File: src/rtl/btns_debounce_pkg.sv
// Shared types, defaults and helpers for the pushbutton conditioning block.
// Latency: n/a (declarations only).
// Backpressure: n/a.
package btns_pkg;

  localparam int DEF_N_BTNS          = 4;
  localparam int DEF_DEBOUNCE_CYCLES = 1_000_000;

  // Widest button vector is_onehot() accepts; callers zero-extend into it.
  localparam int MAX_BTNS = 32;

  typedef enum logic {IDLE, WAIT_RELEASE} btn_state_t;

  // True when exactly one bit of v is set.
  function automatic logic is_onehot(logic [MAX_BTNS-1:0] v);
    return (v != '0) && ((v & (v - MAX_BTNS'(1))) == '0);
  endfunction

endpackage

File: src/rtl/btns_debounce_if.sv
// Button bundle between the raw board pins and the opcode decoder side.
// Latency: none, plain wires.
// Backpressure: none; levels and strobes only.
interface btns_debounce_if import btns_pkg::*; #(
  parameter int N_BTNS = DEF_N_BTNS
);

  logic [N_BTNS-1:0] btns_raw;
  logic [N_BTNS-1:0] btns_clean;
  logic [N_BTNS-1:0] btns_pulse;
  logic [N_BTNS-1:0] btns_sel;

  // Board / stimulus side: drives raw levels, observes conditioned outputs.
  modport master (
    output btns_raw,
    input  btns_clean,
    input  btns_pulse,
    input  btns_sel
  );

  // Conditioning block side.
  modport slave (
    input  btns_raw,
    output btns_clean,
    output btns_pulse,
    output btns_sel
  );

endinterface

File: src/rtl/btns_debounce_bit.sv
// Single-button 2-flop synchroniser plus debounce counter and stable level.
// Latency: raw change reaches stable after DEBOUNCE_CYCLES+2 edges.
// Backpressure: none; free-running per clock.
module debounce_bit import btns_pkg::*; #(
  parameter int DEBOUNCE_CYCLES = DEF_DEBOUNCE_CYCLES
) (
  input  logic clk,
  input  logic rst_n,
  input  logic raw,
  output logic stable
);

  localparam int CNT_W = $clog2(DEBOUNCE_CYCLES + 1);
  localparam logic [CNT_W-1:0] CNT_LAST = CNT_W'(DEBOUNCE_CYCLES - 1);

  logic             sync1;
  logic             sync2;
  logic [CNT_W-1:0] cnt;

  // Two-flop synchroniser for the asynchronous pin.
  always_ff @(posedge clk) begin
    if (!rst_n) begin
      sync1 <= 1'b0;
      sync2 <= 1'b0;
    end else begin
      sync1 <= raw;
      sync2 <= sync1;
    end
  end

  // Accept a new level only after it has differed for DEBOUNCE_CYCLES edges in a row.
  always_ff @(posedge clk) begin
    if (!rst_n) begin
      stable <= 1'b0;
      cnt    <= '0;
    end else if (sync2 == stable) begin
      cnt <= '0;
    end else if (cnt == CNT_LAST) begin
      stable <= sync2;
      cnt    <= '0;
    end else begin
      cnt <= cnt + CNT_W'(1);
    end
  end

endmodule

File: src/rtl/btns_debounce.sv
// Debounces all buttons and accepts one cleanly pressed button at a time.
// Latency: raw to outputs DEBOUNCE_CYCLES+3 edges.
// Backpressure: none; overlapping presses are dropped until all are released.
module btns_debounce import btns_pkg::*; #(
  parameter int N_BTNS          = DEF_N_BTNS,
  parameter int DEBOUNCE_CYCLES = DEF_DEBOUNCE_CYCLES
) (
  input  logic            clk,
  input  logic            rst_n,
  btns_debounce_if.slave  bus
);

  logic [N_BTNS-1:0] stable;
  logic [N_BTNS-1:0] clean, clean_nxt;
  logic [N_BTNS-1:0] pulse, pulse_nxt;
  logic [N_BTNS-1:0] sel,   sel_nxt;
  btn_state_t        state, state_nxt;

  for (genvar g = 0; g < N_BTNS; g++) begin : g_bit
    debounce_bit #(
      .DEBOUNCE_CYCLES(DEBOUNCE_CYCLES)
    ) u_db (
      .clk    (clk),
      .rst_n  (rst_n),
      .raw    (bus.btns_raw[g]),
      .stable (stable[g])
    );
  end

  // Acceptance FSM: a lone stable press is accepted from IDLE, then nothing
  // new is taken until every button reads released.
  always_comb begin
    state_nxt = state;
    pulse_nxt = '0;
    sel_nxt   = sel;
    clean_nxt = clean;
    case (state)
      IDLE: begin
        if (stable != '0) begin
          state_nxt = WAIT_RELEASE;
          if (is_onehot(MAX_BTNS'(stable))) begin
            pulse_nxt = stable;
            sel_nxt   = stable;
            clean_nxt = stable;
          end else begin
            clean_nxt = '0;
          end
        end
      end
      WAIT_RELEASE: begin
        clean_nxt = clean & stable;
        if (stable == '0) begin
          state_nxt = IDLE;
        end
      end
    endcase
  end

  // FSM state and registered outputs.
  always_ff @(posedge clk) begin
    if (!rst_n) begin
      state <= IDLE;
      pulse <= '0;
      sel   <= '0;
      clean <= '0;
    end else begin
      state <= state_nxt;
      pulse <= pulse_nxt;
      sel   <= sel_nxt;
      clean <= clean_nxt;
    end
  end

  assign bus.btns_clean = clean;
  assign bus.btns_pulse = pulse;
  assign bus.btns_sel   = sel;

endmodule
File: src/flat_wrapper.sv
// flat-port wrapper written by rule: the top's interface ports become plain ports
module btns_debounce_flat import btns_pkg::*;
#(
  parameter int N_BTNS          = DEF_N_BTNS,
  parameter int DEBOUNCE_CYCLES = DEF_DEBOUNCE_CYCLES
)
  (clk, rst_n, bus_btns_raw, bus_btns_clean, bus_btns_pulse, bus_btns_sel);
  btns_debounce_if #(.N_BTNS(N_BTNS)) bus_i ();
  input  logic clk;
  input  logic rst_n;
  input wire logic [$bits(bus_i.btns_raw)-1:0] bus_btns_raw;
  output wire logic [$bits(bus_i.btns_clean)-1:0] bus_btns_clean;
  output wire logic [$bits(bus_i.btns_pulse)-1:0] bus_btns_pulse;
  output wire logic [$bits(bus_i.btns_sel)-1:0] bus_btns_sel;
  assign bus_i.btns_raw = bus_btns_raw;
  assign bus_btns_clean = bus_i.btns_clean;
  assign bus_btns_pulse = bus_i.btns_pulse;
  assign bus_btns_sel = bus_i.btns_sel;
  btns_debounce #(.N_BTNS(N_BTNS), .DEBOUNCE_CYCLES(DEBOUNCE_CYCLES)) u_core (.clk(clk), .rst_n(rst_n), .bus(bus_i));
endmodule
File: config.mk
export PLATFORM = sky130hd
export DESIGN_NAME = btns_debounce_flat
export DESIGN_NICKNAME = d
export VERILOG_FILES = /design/src/rtl/btns_debounce_pkg.sv /design/src/rtl/btns_debounce_if.sv /design/src/rtl/btns_debounce_bit.sv /design/src/rtl/btns_debounce.sv /design/src/flat_wrapper.sv
export SDC_FILE = /design/constraint.sdc
export NUM_CORES = 1
export LEC_CHECK = 0
export BUFFER_PORTS_ARGS = -buffer_cell sky130_fd_sc_hd__clkbuf_2
export CORE_MARGIN = 2
export CORE_UTILIZATION = 40
export CTS_CLUSTER_SIZE = 20
export DETAILED_ROUTE_END_ITERATION = 16
export PLACE_DENSITY_LB_ADDON = 0.08
export RECOVER_POWER = 50
export SLEW_MARGIN = 5
export SYNTH_ARGS = -nofsm -noshare
export SYNTH_HDL_FRONTEND = slang
export SYNTH_SLANG_ARGS = --single-unit
File: constraint.sdc
create_clock -name clk -period 2.4 [get_ports clk]
set_clock_uncertainty 0.2 [all_clocks]
set_input_delay 0.24 -clock clk [delete_from_list [all_inputs] [get_ports clk]]
set_output_delay 0.24 -clock clk [all_outputs]
set_load 0.02 [all_outputs]
# After elaboration in Yosys (flattened, before gate mapping)
# Index checks and enable logic that the tools add are counted.
op_classes:
  n_addsub: 5
  eq_ne: 9
  mux: 6
  bitwise: 9
  n_reduce_logical: 14
op_table:
  columns: ["operator", "count"]
  rows:
  - ["adder 20 x 1 -> 20 bit (second input constant)", 4]
  - ["== test 20 bit (second input constant)", 4]
  - ["bitwise AND 4 x 32 -> 32 bit", 1]
  - ["zero test 32 bit", 1]
  - ["OR reduction 3 bit", 5]
  - ["two-way mux 4 bit", 2]
  - ["case mux 4 bit (2 select lines)", 1]
  - ["AND reduction 2 bit", 4]
  - ["NOT 1 bit", 7]
  - ["subtractor 4 x 1 -> 5 bit (second input constant)", 1]
  - ["bitwise AND 4 bit", 1]
  - ["== test 1 bit", 4]
  - ["zero test 4 bit", 1]
  - ["nonzero test 4 bit", 1]
  - ["AND reduction 3 bit", 1]
  - ["two-way mux 1 bit", 2]
  - ["inequality test 2 x 1 -> 1 bit (second input constant)", 1]
  - ["case mux 1 bit (2 select lines)", 1]
  - ["logical AND 1 bit", 1]
word_totals:
  ff_bits: 105
  input_bits: 6
  output_inout_bits: 12
  elab_cells: 63

# Logic depth before layout (Yosys ltp)
depth:
  ltp_word: 7
  depth_mapped: 6
  ltp_nobuf: 5

# Hierarchy
# From an unflattened synthesis, not the netlist that was laid out.
hier_totals:
  hier_cells: 514
  hier_area_um2: 4585.6
by_module_without_submodules:
  columns: ["mod", "n_inst", "cells_per_inst", "area_per_inst_um2", "seq_area_each_um2"]
  rows:
  - ["debounce_bit", 4, 112, 988.4, 460.4]
  - ["btns_debounce", 1, 66, 631.9, 260.2]

# Worst setup path after synthesis
# No wires, ideal clock.
synth_path:
  kind: "flip-flop to flip-flop"
  startpoint: "reg u_core.g_bit[3].u_db.cnt[0]"
  endpoint: "reg u_core.g_bit[3].u_db.cnt[18]"
  setup_time_ps: 70
  arrival_time_ps: 1876
  required_time_ps: 2130
  slack_ps: 254
  path_stages_with_launch: 7
  path_buffers: 1
  period_less_slack_ps: 2146
  cell_sequence: "dfxtp_1 > ha_1 > nand3_2 > or4_1 > buf_2 > or4_1 > a21oi_1"
synth_between:
  elab_chain_cells: 2
  elab_cells_between_ends: 3
  cone_classes: "1 x add/sub; 1 x eq/ne; 1 x reduce/logical"
synth_rtl:
  columns: ["element", "line_no", "source"]
  rows:
  - ["start, declared", "btns_debounce_bit.sv:18", "logic [CNT_W-1:0] cnt;"]
  - ["start signal, assigned", "btns_debounce_bit.sv:42", "cnt <= cnt + CNT_W'(1);"]
  - ["parallel branches: the longest is 2 deep, another holds adder 20 x 1 -> 20 bit", null, null]
# Several ways; the timed one is not identified.
# A chain may end at the register's enable or synchronous reset.

# Worst setup path after layout
layout_path:
  startpoint: "reg u_core.g_bit[3].u_db.cnt[12]"
  endpoint: "reg u_core.g_bit[3].u_db.cnt[12]"
# Same word-level chain as after synthesis.

==> results.py <==
metrics = {
    "synthesis": {
        "synth_seq_cells": 105,
        "synth_edf_count": 0,
        "ys.flop_type": "dfxtp_1",
        "yosysUniqueCellTypes": 41,
        "synth_seq_area_share_pct": 45.6,
        "yosysWarningCount": 0,
        "syn_inst": 531,
        "netlist_area_mm2": 0.00461,
        "syn_nets": 541,
        "avgSynthCellArea_um2": 8.67,
        "synthArstFlopShare_pct": 0,
    },
    "cts": {
        "cts_buffer_depth": 2,
        "cts_num_sinks": 105,
        "cts_buffers": 9,
        "cts_max_level": 3,
        "clkTransAtPathRegs_ns": 0.07,
        "cts_root_buf": "clkbuf_16",
        "cts_tree": "yes",
        "insertion_delay_ns": 0.34,
    },
    "worst_setup_path": {
        "worstPathRequired_ns": 2.43,
        "worstSetupPathType": "reg2reg",
        "crit_fanout": 20,
        "arrival_ns": 2.24,
        "worstSetupEndpointType": "flip-flop",
        "r2r_slack_ns": 0.19,
        "start_kind": "flip-flop",
    },
    "finish": {
        "most-common-layout-cells": "dfxtp_1 (105), nor2_1 (65), a21oi_1 (33)",
        "syn_to_final_growth_pct": 12.2,
        "fin_nets": 561,
        "final_common_cell": "dfxtp_1",
        "drive_above_1_share_pct": 6.83,
        "n_antenna_cell": 0,
    },
    "floorplanning": {
        "die_w_um": 111,
        "rows": 39,
        "fp.dieH_um": 111,
        "dieArea_mm2": 0.0124,
        "coreArea_mm2": 0.0113,
        "num_io_pins": 18,
        "floorplan.initialDensity_pct": 40.7,
    },
    "run_status": {
        "status": "completed",
    },
    "routing": {
        "drt-total-wl_mm": 8.96,
        "drc": 0,
        "ant_nets": 0,
        "drtPass1Iterations": 4,
        "vias": 3630,
        "initialDrtViolationCount": 138,
        "wl_per_cell_um": 12.8,
        "vias_per_cell": 5.19,
    },
    "timing": {
        "setup_violations": 0,
        "finalSetupTns_ns": 0,
        "worst_slew_pin_slew_ns": 0.579,
        "period_minus_slack_ns": 2.21,
        "finalMaxSlewViolations": 0,
        "max_freq_mhz": 452,
        "rsz0062_at_grt": "false",
        "slew-limit-headroom_pct": 60.4,
        "hold_viol_final": 0,
        "min_period_over_period_pct": 92.2,
    },
    "power": {
        "worst_ir_drop_vdd_uv": 530,
        "p_per_area_mw_per_mm2": 626,
        "cellLeakagePower_nw": 1.63,
        "p_total_mw": 3.23,
    },
    "global_route": {
        "grtUsageTotal_pct": 15.1,
        "grt_overflow_total": 0,
        "grt_max_degree": 21,
        "grt_pass1_vias": 3406,
        "antenna_found_initial": 0,
        "grt_pass1_wl_mm": 15.6,
    },
    "worst_hold_path": {
        "min_path_type": "in2reg",
    },
    "place": {
        "io_buffers": 17,
        "place_hpwl_mm": 6.13,
        "globalplace.congestion": 0.748,
    },
    "job": {
        "max_cap_violations": 0,
    },
}
logic make-up (layout without fill, tap and decap cells):
kind of cell / count (synthesis) / in the layout / share of synthesized area (%)
buffers and inverters: 40 / 65 / 3.48
xor gates and xnor gates: 54 / 54 / 10.3
and+or+nand+nor: 246 / 246 / 28.9
AOI/OAI and AO/OA: 82 / 82 / 10.6
DFF: 105 / 105 / 45.6
adders and majority gates: 4 / 4 / 1.09
layout make-up:
type	count	area [µm²]
Tap cell	143	179
Multi-Input combinational cell	386	2340
Inverter	17	63.8
Timing Repair Buffer	32	190
Sequential cell	105	2100
Clock buffer	14	284
Fill cell	1153	6150
Clock inverter	2	10.0
stage by stage:
| step | instances | instance area [µm²] | utilization [%] | setup WS [ns] | hold slack [ns] |
|---|---|---|---|---|---|
| floorplan | 531 | 4610 | - | 0.254 | 0.167 |
| global placement | 679 | 4870 | 43.0 | 0.146 | 0.216 |
| detailed placement | 679 | 4870 | 43.0 | 0.106 | 0.222 |
| CTS | 699 | 5200 | 46.0 | 0.0886 | 0.186 |
| global route | 699 | 5170 | 45.6 | 0.0616 | 0.184 |
| finish | 699 | 5170 | 45.6 | 0.188 | 0.173 |
synthesized netlist by cell type, drive strengths merged, types with 14 or more instances:
master / number / area [µm²]
xor2: 32 / 280
xnor2: 22 / 193
dfxtp: 105 / 2100
o21ai: 26 / 130
or4: 14 / 109
and2: 17 / 106
nand3: 33 / 175
a21oi: 34 / 174
clkbuf: 19 / 71.3
nor2: 65 / 244
inv: 17 / 63.8
nand4: 21 / 138
nand2: 29 / 109
or3: 25 / 160
critical path, stage by stage (launching register included):
cell and delay, ns:
dfxtp_1 0.36, or4_1 0.50, or4_1 0.60, o211ai_2 0.21
buf_12 0.18, a21oi_1 0.05
final timing paths:
path,depth (start not counted),endpoint,startpoint
setup / recovery,5,u_core.g_bit[3].u_db.cnt[12],u_core.g_bit[3].u_db.cnt[12]
hold / removal,3,u_core.g_bit[3].u_db.stable,rst_n
setup reg to reg,5,u_core.g_bit[3].u_db.cnt[12],u_core.g_bit[3].u_db.cnt[12]
hold reg to reg,1,u_core.g_bit[1].u_db.sync2,u_core.g_bit[1].u_db.sync1
state kept, by name (all words and copies together), names as in the netlist:
| register | flops |
|---|---|
| u_core.g_bit.u_db.cnt | 80 |
| u_core.g_bit.u_db.stable | 4 |
| u_core.g_bit.u_db.sync2 | 4 |
| u_core.bus.btns_clean | 4 |
| u_core.g_bit.u_db.sync1 | 4 |
| u_core.bus.btns_sel | 4 |
| u_core.state | 1 |
| u_core.bus.btns_pulse | 4 |
layer usage:
metal | share of wire [%] | GRT usage, %
met2 | 45 | 23.7
met4 | 1.2 | 3.95
met3 | 3.0 | 5.03
met5 | 0 | 0
met1 | 51 | 20.0
repair_timing:
| action | CTS | global route |
|---|---|---|
| resized for setup | 0 | 1 |
| setup buffers | 0 | 0 |
| endpoints found under the setup margin | 0 | 1 |
| hold endpoints to repair | 4 | 0 |
| hold buffers | 4 | 0 |
power by group:
group / total (mW) / internal (mW) / leakage [nW] / switching, mW
Clock: 1.44 / 0.815 / 0.149 / 0.622
Combinational: 0.0430 / 0.0180 / 0.637 / 0.0251
Sequential: 1.75 / 1.75 / 0.847 / 0.00412
Note: power is estimated with default switching activity, not from simulation.
